<file path="src/rtl/router_1x3.sv">
// router_1x3: single-input, three-output byte packet router.
// Each packet is steered by its header address into one of three 16-deep
// output FIFOs; the trailing parity byte is stored and checked.

// 16 x 9-bit output FIFO with registered read data and idle-flush timer.
module router_fifo (
   input  logic       clk,
   input  logic       resetn,
   input  logic       write_enb,
   input  logic [8:0] write_data,
   input  logic       read_enb,
   output logic [7:0] data_out,
   output logic       vldout,
   output logic       full,
   output logic       soft_rst
);
   logic [8:0] mem [16];
   logic [3:0] wr_ptr;
   logic [3:0] rd_ptr;
   logic [4:0] count;
   logic [4:0] idle_cnt;
   logic       do_wr;
   logic       do_rd;
   logic [8:0] rd_word;
   logic       unused_hdr_bit;

   assign vldout   = (count != 5'd0);
   assign full     = (count == 5'd16);
   // 30th consecutive cycle with data waiting and nobody reading
   assign soft_rst = vldout && !read_enb && (idle_cnt == 5'd29);
   assign do_wr    = write_enb && !full;
   assign do_rd    = read_enb && vldout;
   assign rd_word  = mem[rd_ptr];
   // header marker is kept in storage but the read port is byte-wide
   assign unused_hdr_bit = rd_word[8];

   // storage array, no reset needed: occupancy tracking guards every read
   always_ff @(posedge clk) begin
      if (do_wr) begin
         mem[wr_ptr] <= write_data;
      end
   end

   // pointers, occupancy and read register; a soft reset flushes them all
   always_ff @(posedge clk) begin
      if (resetn || soft_rst) begin
         wr_ptr   <= 4'd0;
         rd_ptr   <= 4'd0;
         count    <= 5'd0;
         data_out <= 8'd0;
      end else begin
         if (do_wr) begin
            wr_ptr <= wr_ptr + 4'd1;
         end
         if (do_rd) begin
            rd_ptr   <= rd_ptr + 4'd1;
            data_out <= rd_word[7:0];
         end
         if (do_wr && !do_rd) begin
            count <= count + 5'd1;
         end else if (do_rd && !do_wr) begin
            count <= count - 5'd1;
         end
      end
   end

   // idle timer: counts unread cycles while data is waiting
   always_ff @(posedge clk) begin
      if (resetn || soft_rst) begin
         idle_cnt <= 5'd0;
      end else if (vldout && !read_enb) begin
         idle_cnt <= idle_cnt + 5'd1;
      end else begin
         idle_cnt <= 5'd0;
      end
   end
endmodule

// state       | meaning
// ------------+---------------------------------------------------------
// DECODE      | idle, waiting for a header with a legal address
// WAIT_EMPTY  | header latched, target FIFO still holds an older packet
// LOAD_FIRST  | write latched header word (bit 8 set)
// LOAD_DATA   | stream payload bytes into the target FIFO
// FULL        | target FIFO full, one byte parked in the hold register
// AFTER_FULL  | write the parked byte once space is available
// LOAD_PARITY | write the received parity byte
// CHECK       | compare computed and received parity, update err
module router_1x3 (
   input  logic       clk,
   input  logic       resetn,
   input  logic       packet_valid,
   input  logic [7:0] datain,
   input  logic       read_enb_0,
   input  logic       read_enb_1,
   input  logic       read_enb_2,
   output logic [7:0] data_out_0,
   output logic [7:0] data_out_1,
   output logic [7:0] data_out_2,
   output logic       vldout_0,
   output logic       vldout_1,
   output logic       vldout_2,
   output logic       busy,
   output logic       err
);
   typedef enum logic [2:0] {
      DECODE,
      WAIT_EMPTY,
      LOAD_FIRST,
      LOAD_DATA,
      FULL,
      AFTER_FULL,
      LOAD_PARITY,
      CHECK
   } state_t;

   state_t     state;
   state_t     next_state;
   logic [7:0] hdr_reg;
   logic [1:0] addr_reg;
   logic [7:0] hold_reg;
   logic       hold_par;
   logic [7:0] parity_int;
   logic [7:0] rx_parity;
   logic       wr_en;
   logic [8:0] wr_data;
   logic       full_0, full_1, full_2;
   logic       srst_0, srst_1, srst_2;
   logic [3:0] empty_vec;
   logic [3:0] full_vec;
   logic [3:0] srst_vec;
   logic       tgt_empty;
   logic       tgt_full;
   logic       abort;
   logic       hdr_accept;

   // address 3 has no FIFO: it reads as "not empty, not full, no flush"
   assign empty_vec  = {1'b0, !vldout_2, !vldout_1, !vldout_0};
   assign full_vec   = {1'b0, full_2, full_1, full_0};
   assign srst_vec   = {1'b0, srst_2, srst_1, srst_0};
   assign tgt_empty  = empty_vec[addr_reg];
   assign tgt_full   = full_vec[addr_reg];
   assign abort      = (state != DECODE) && srst_vec[addr_reg];
   assign hdr_accept = (state == DECODE) && packet_valid && (datain[1:0] != 2'd3);

   // state register
   always_ff @(posedge clk) begin
      if (resetn) begin
         state <= DECODE;
      end else begin
         state <= next_state;
      end
   end

   // next-state, busy and FIFO write request
   always_comb begin
      next_state = state;
      busy       = 1'b0;
      wr_en      = 1'b0;
      wr_data    = 9'd0;
      case (state)
         DECODE: begin
            if (hdr_accept) begin
               next_state = empty_vec[datain[1:0]] ? LOAD_FIRST : WAIT_EMPTY;
            end
         end
         WAIT_EMPTY: begin
            busy = 1'b1;
            if (tgt_empty) begin
               next_state = LOAD_FIRST;
            end
         end
         LOAD_FIRST: begin
            busy       = 1'b1;
            wr_en      = 1'b1;
            wr_data    = {1'b1, hdr_reg};
            next_state = LOAD_DATA;
         end
         LOAD_DATA: begin
            if (tgt_full) begin
               next_state = FULL;
            end else if (packet_valid) begin
               wr_en   = 1'b1;
               wr_data = {1'b0, datain};
            end else begin
               next_state = LOAD_PARITY;
            end
         end
         FULL: begin
            busy = 1'b1;
            if (!tgt_full) begin
               next_state = AFTER_FULL;
            end
         end
         AFTER_FULL: begin
            busy    = 1'b1;
            wr_en   = 1'b1;
            wr_data = {1'b0, hold_reg};
            // a parked parity byte is the end of the packet already
            if (hold_par) begin
               next_state = CHECK;
            end else if (packet_valid) begin
               next_state = LOAD_DATA;
            end else begin
               next_state = LOAD_PARITY;
            end
         end
         LOAD_PARITY: begin
            busy = 1'b1;
            // only reachable full right after AFTER_FULL refilled the FIFO
            if (!tgt_full) begin
               wr_en      = 1'b1;
               wr_data    = {1'b0, rx_parity};
               next_state = CHECK;
            end
         end
         CHECK: begin
            busy       = 1'b1;
            next_state = DECODE;
         end
         default: begin
            next_state = DECODE;
         end
      endcase
      if (abort) begin
         next_state = DECODE;
         wr_en      = 1'b0;
      end
   end

   // header latch, hold register, parity accumulation and error flag
   always_ff @(posedge clk) begin
      if (resetn) begin
         hdr_reg    <= 8'd0;
         addr_reg   <= 2'd0;
         hold_reg   <= 8'd0;
         hold_par   <= 1'b0;
         parity_int <= 8'd0;
         rx_parity  <= 8'd0;
         err        <= 1'b0;
      end else begin
         if (hdr_accept) begin
            hdr_reg  <= datain;
            addr_reg <= datain[1:0];
            err      <= 1'b0;
         end
         case (state)
            LOAD_FIRST: begin
               parity_int <= hdr_reg;
            end
            LOAD_DATA: begin
               if (tgt_full) begin
                  hold_reg <= datain;
                  hold_par <= !packet_valid;
                  if (!packet_valid) begin
                     rx_parity <= datain;
                  end
               end else if (packet_valid) begin
                  parity_int <= parity_int ^ datain;
               end else begin
                  rx_parity <= datain;
               end
            end
            AFTER_FULL: begin
               if (!hold_par) begin
                  parity_int <= parity_int ^ hold_reg;
                  if (!packet_valid) begin
                     rx_parity <= datain;
                  end
               end
            end
            CHECK: begin
               if (!abort) begin
                  err <= (parity_int != rx_parity);
               end
            end
            default: begin
            end
         endcase
      end
   end

   router_fifo u_fifo_0 (
      .clk        (clk),
      .resetn     (resetn),
      .write_enb  (wr_en && (addr_reg == 2'd0)),
      .write_data (wr_data),
      .read_enb   (read_enb_0),
      .data_out   (data_out_0),
      .vldout     (vldout_0),
      .full       (full_0),
      .soft_rst   (srst_0)
   );

   router_fifo u_fifo_1 (
      .clk        (clk),
      .resetn     (resetn),
      .write_enb  (wr_en && (addr_reg == 2'd1)),
      .write_data (wr_data),
      .read_enb   (read_enb_1),
      .data_out   (data_out_1),
      .vldout     (vldout_1),
      .full       (full_1),
      .soft_rst   (srst_1)
   );

   router_fifo u_fifo_2 (
      .clk        (clk),
      .resetn     (resetn),
      .write_enb  (wr_en && (addr_reg == 2'd2)),
      .write_data (wr_data),
      .read_enb   (read_enb_2),
      .data_out   (data_out_2),
      .vldout     (vldout_2),
      .full       (full_2),
      .soft_rst   (srst_2)
   );
endmodule

</file>
<file path="config.mk">
export PLATFORM = sky130hd
export DESIGN_NAME = router_1x3
export DESIGN_NICKNAME = d
export VERILOG_FILES = /design/src/rtl/router_1x3.sv
export SDC_FILE = /design/constraint.sdc
export NUM_CORES = 1
export LEC_CHECK = 0
export CAP_MARGIN = 30
export CORE_MARGIN = 1
export CORE_UTILIZATION = 63
export CTS_CLUSTER_DIAMETER = 60
export DETAILED_ROUTE_END_ITERATION = 10
export PLACE_DENSITY = 0.81
export SLEW_MARGIN = 20
export SYNTH_ARGS = -nofsm -noshare
export SYNTH_HDL_FRONTEND = slang
export SYNTH_SLANG_ARGS = --single-unit
</file>
<file path="constraint.sdc">
create_clock -name clk -period 6.56 [get_ports clk]
set_input_delay 0.984 -clock clk [delete_from_list [all_inputs] [get_ports clk]]
set_output_delay 0.984 -clock clk [all_outputs]
set_load 0.05 [all_outputs]
</file>
* Word-level counts from Yosys, hierarchy flattened
Memory sizes are Yosys's and may differ from the RTL's. A register that Yosys moved wholly into a read port is not among the register bits. Index checks and enable logic that the tools add are counted. Widths: inputs -> output; s select.
Word-level totals: register bits after elaboration 93, RAM bits 432, input port bits 14, output and inout bits 29, word-level logic and storage cells 184, memories 3
Operators by class: $add $sub $neg 15, $lt $le $gt $ge 2, eq/ne operators 25, multiplexer cells 50, bitwise logic cells 5, reduce and logical (&&, ||, !) cells 64
Memories:
- u_fifo_0.mem | depth 16, bits a word 9, read ports 1, clocked after Yosys merged registers in 1, wr ports 1, RTL line 17 | logic [8:0] mem [16];
- u_fifo_1.mem | depth 16, bits a word 9, read ports 1, clocked after Yosys merged registers in 1, wr ports 1, RTL line 17
- u_fifo_2.mem | depth 16, bits a word 9, read ports 1, clocked after Yosys merged registers in 1, wr ports 1, RTL line 17
Operators with widths (number):
- $mux 8 | 8
- $pmux 9 s4 | 1
- $add 5x1->5 const B | 6
- $eq 5x5->1 const B | 6
- $mux 5 | 6
- $add 4x1->4 const B | 6
- $logic_and 1x1->1 | 24
- $mux 3 | 8
- $pmux 3 s8 | 1
- $pmux 8 s3 | 1
- $mux 1 | 18
- $logic_not 1->1 | 16
- $ne 2x2->1 const B | 8
- $pmux 8 s2 | 1
- $xor 8x8->8 | 2
- $reduce_bool 5->1 | 3
- $sub 5x1->5 const B | 3
- $eq 3x3->1 const B | 4
- $reduce_or 2->1 | 5
- $bmux 1 s2 | 4
- $ne 8x8->1 | 1
- $reduce_bool 2->1 | 4
- $eq 3x2->1 const B | 2
- $lt 2x3->1 const B | 2
- 15 further kinds | 21

* Longest topological paths before layout
depth in word-level cells 13, gate-level depth with buffers 17, depth with buffers taken out 16

* Hierarchy
A second synthesis with hierarchy kept.
Unflattened totals: cells, all modules 1310, area total of the unflattened synthesis 20602.3 µm²
By module, submodules not included:
- router_fifo | instances 3, cells an instance 348, area an instance 6093.3 µm², sequential area each 4364.2 µm²
- router_1x3 | instances 1, cells an instance 266, area an instance 2322.2 µm², sequential area each 740.7 µm²

* Worst setup path after synthesis
OpenSTA, ideal clock, no wires.
kind input to register, from input packet_valid, to register u_fifo_0.count[4], setup time 0.128 ns, arrival time 3.604 ns, required time 6.432 ns, setup slack 2.829 ns, cell stages on the path 15, buffers on the path 1, cells stage by stage inv_1 > o21ai_0 > nor4bb_2 > o311ai_4 > inv_4 > buf_6 > ha_1 > inv_1 > ha_1 > nor2b_1 > o21a_1 > or3_1 > a21oi_1 > xnor2_1 > nor2_1
On the way: cells in the longest elaborated chain, start to end 9
RTL lines:
- start: declaration | RTL line 92 | input logic packet_valid,
- $mux 1 * | RTL line 182 | end else if (packet_valid) begin
- $mux 1 * | RTL line 180 | if (tgt_full) begin
- $pmux 1 s3 * | RTL line 161 | case (state)
- $mux 1 * | RTL line 225 | if (abort) begin
- $logic_and 1x1->1 * | RTL line 286 | .write_enb (wr_en && (addr_reg == 2'd0)),
- $logic_and 1x1->1 * | RTL line 31 | assign do_wr = write_enb && !full;
- named net u_fifo_0.do_wr | RTL line 22 | logic do_wr;
- $logic_not 1->1 | RTL line 61 | end else if (do_rd && !do_wr) begin
- $logic_and 1x1->1 | RTL line 61
- $reduce_bool 2->1 (no line)
- end signal: assignment | RTL line 60 | count <= count + 5'd1;
- end signal: assignment | RTL line 62 | count <= count - 5'd1;
- end: declaration | RTL line 20 | logic [4:0] count;
Mark *: on every way through the listed nets, which the timed path passes. The rest lies on a longest branch. A chain may end at the register's enable or synchronous reset.

* Final worst setup path
from input packet_valid, to register u_fifo_2.count[4]
On the way: cells in the longest elaborated chain, start to end 9
RTL lines:
- $mux 1 * | RTL line 182
- $mux 1 * | RTL line 180
- $pmux 1 s3 * | RTL line 161
- $mux 1 * | RTL line 225
- $logic_and 1x1->1 * | RTL line 310 | .write_enb (wr_en && (addr_reg == 2'd2)),
- $logic_and 1x1->1 * | RTL line 31
- $logic_not 1->1 | RTL line 61
- $logic_and 1x1->1 | RTL line 61
- $reduce_bool 2->1 (no line)
- end signal: assignment | RTL line 60
- end signal: assignment | RTL line 62
- end: declaration | RTL line 20
Mark *: on every way between the ends. The rest lies on a longest branch, timed or not.

==> out/qor.csv <==
stage;metric;value;unit
status;status;complete, no violations;
worst_hold_path;min_path_type;reg2reg;
cells_and_area;diodes;0;
place;hpwl;26200;µm
cells_and_area;reg_top3;u_fifo_0.mem x128, u_fifo_1.mem x128, u_fifo_2.mem x128;
global_routing;grt_pass1_vias;11480;
clock_tree;cts_sinks;499;
synth;yosysUniqueCellTypes;58;
clock_tree;cts_root_buf;clkbuf_16;
clock_tree;cts.clk_slew.worst_paths;0.06;ns
synth;synthTopCellsByCount;edfxtp_1, mux4_2, dfxtp_1, nand2_1, nor2_1;
die;core.rowCount;65;
cells_and_area;fillers;1966;
sta;period_minus_slack;4.26;ns
sta;setup_viol;0;
synth;mappedNetlistArea;20700;µm²
drt;viasPerCell;6.36;
synth;yosysTopAreaCellShare;0.558;
drt;wirelength;43800;µm
die;io_pins;43;
sta;final.setup.tns;0;ns
global_routing;grt_usage;0.269;
worst_setup_path;crit_required;7.04;ns
sta;max_slew_margin;0.369;
drt;first_iter_violations;1272;
clock_tree;cts-buffers-inserted;48;
synth;synthFlopType;edfxtp_1;
cells_and_area;layout.cells.non_filler;1809;
drt;drc;0;
flow_run;cap_violations;0;
clock_tree;holdBufCountCts;0;
sta;slew_viol_final;0;
place;io_buffer_count;42;
synth;synth_top_area_cell;edfxtp_1;
sta;period_share;0.650;
global_routing;grt_max_degree;49;
sta;worstMarginPinSlew;0.945;ns
synth;ys_top_cells_by_area;edfxtp_1, mux4_2, dfxtp_1;
pwr;ir_drop;0.000382;V
clock_tree;cts_setup_buffers;0;
synth;yosysSeqAreaShare;0.669;
worst_setup_path;crit_path_max_fanout;16;
place;detailed_place.area;21500;µm²
clock_tree;clkLatencyLatePin;0.56;ns
sta;hold_violations;0;
sta;timing.fmax;235;MHz
clock_tree;post_cts_resized;0;
clock_tree;htreeDepth;2;
global_routing;grt_antenna_before_repair;1;
worst_setup_path;crit_type;in2reg;
place;gp_congestion;0.812;
die;die_area;33500;µm²
clock_tree;cts_buffer_depth;3;
global_routing;grt_pass1_wl;67000;µm
worst_setup_path;cp.arrival;4.74;ns
clock_tree;cts_tree;yes;
worst_setup_path;startpoint_type;input pin;
synth;synth-seq-cells;499;
pwr;power.density;384;nW/µm²
drt;num_vias;11505;
cells_and_area;fin_area;23100;µm²
worst_setup_path;end_kind;register;
drt;firstDrtPassIters;8;
sta;finClkSkew;0.0211;ns
synth;synth_edf_count;384;
die;core;31900;µm²
synth;yosysWarnings;0;
worst_setup_path;reg2reg_slack;2.57;ns
global_routing;gr-total-overflow;0;
synth;async_flop_share;0;
drt;wire_per_inst;24.2;µm
synth;synth_most_common_cell;edfxtp_1;
die;die_y;183;µm
cells_and_area;fin_nets;1386;
place;dp_cells;1719;
synth;post_synth_inst_count;1289;
synth;synth_nets;1340;
cells_and_area;area_growth;11.6;%
die;initial_core_util;0.648;
die;die_x;183;µm
sta;rsz0062_at_grt;false;
cells_and_area;drive_gt1_frac;0.170;
synth;avgSynthCellArea;16.0;µm²
drt;antenna_left;0;
pwr;p_leak;7.80;nW
[layout by cell type, fill, tap and decap left out, types with 12 or more instances in the layout]
master,count
xor2_1,38
dfxtp_1,112
edfxtp_1,384
o21ai_0,14
ha_1,34
nor2b_1,12
buf_4,19
clkdlybuf4s50_1,42
inv_1,28
nor2_1,90
nand2_1,94
mux2i_1,30
nand3_1,13
a21oi_1,58
xnor2_1,19
and3_1,47
clkbuf_16,48
mux4_2,120
[final cells by class]
| cell class | count | area, µm² | area share |
|---|---|---|---|
| clock buffer | 61 | 1270 | 0.0551 |
| timing repair buffer | 62 | 583 | 0.0253 |
| sequential | 499 | 13800 | 0.600 |
| tap | 435 | 544 | 0.0236 |
| multi-input combinational | 691 | 6420 | 0.278 |
| inverter | 33 | 129 | 0.00559 |
| clock inverter | 28 | 288 | 0.0125 |
[kinds of logic after synthesis]
kind of cell	share of synthesized area
AND/OR/NAND/NOR	0.0747
XOR/XNOR	0.0242
flip-flops	0.669
adder cells (fa/ha/maj)	0.0235
multiplexers	0.145
buffers and inverters	0.0203
AO/OA/AOI/OAI	0.0428
[per-layer routing]
metal  vias to the layer above  global-route usage  wire (µm)
li1                       5076                   -          -
met1                      5828               0.370      17500
met2                       522               0.454      22000
met3                        77              0.0395       3210
met4                         2              0.0727       1130
met5                         -                   0         13
[critical path, stage by stage]
cell and delay (ns):
clkdlybuf4s50_1 0.61, inv_1 0.12, o21ai_0 0.18, or4bb_1 0.58
a21oi_2 0.56, ha_1 0.31, inv_1 0.11, fa_1 0.41
a21o_1 0.17, a21oi_1 0.18, xnor2_1 0.09, or3_1 0.30
a21oi_1 0.13
[power breakdown]
part,total [mW],switching [mW],internal [mW]
Clock,2.73,1.16,1.57
Sequential,3.77,0.152,3.62
Combinational,2.36,1.38,0.975
[per-stage QoR]
step / util / power (mW) / setup WS (ns) / hold slack, ns
3_5_place_dp: 0.674 / 6.17 / 1.82 / 0.448
3_3_place_gp: 0.674 / 6.11 / 1.90 / 0.441
2_1_floorplan: - / 5.57 / 2.83 / 0.433
6_report: 0.724 / 8.87 / 2.30 / 0.454
5_1_grt: 0.724 / 9.21 / 2.03 / 0.472
4_1_cts: 0.723 / 8.90 / 2.34 / 0.457
[final timing paths]
kind | to | cells after the start | startpoint
hold reg to reg | u_fifo_0.data_out[7]$_SDFFE_PP0P_ | 2 | u_fifo_0.data_out[7]$_SDFFE_PP0P_
hold / removal | u_fifo_0.data_out[7]$_SDFFE_PP0P_ | 2 | u_fifo_0.data_out[7]$_SDFFE_PP0P_
setup / recovery | u_fifo_2.count[4]$_SDFFE_PP0P_ | 13 | packet_valid
setup reg to reg | u_fifo_0.count[4]$_SDFFE_PP0P_ | 14 | u_fifo_0.count[1]$_SDFFE_PP0P_
Power figures use the tool's default switching activity.
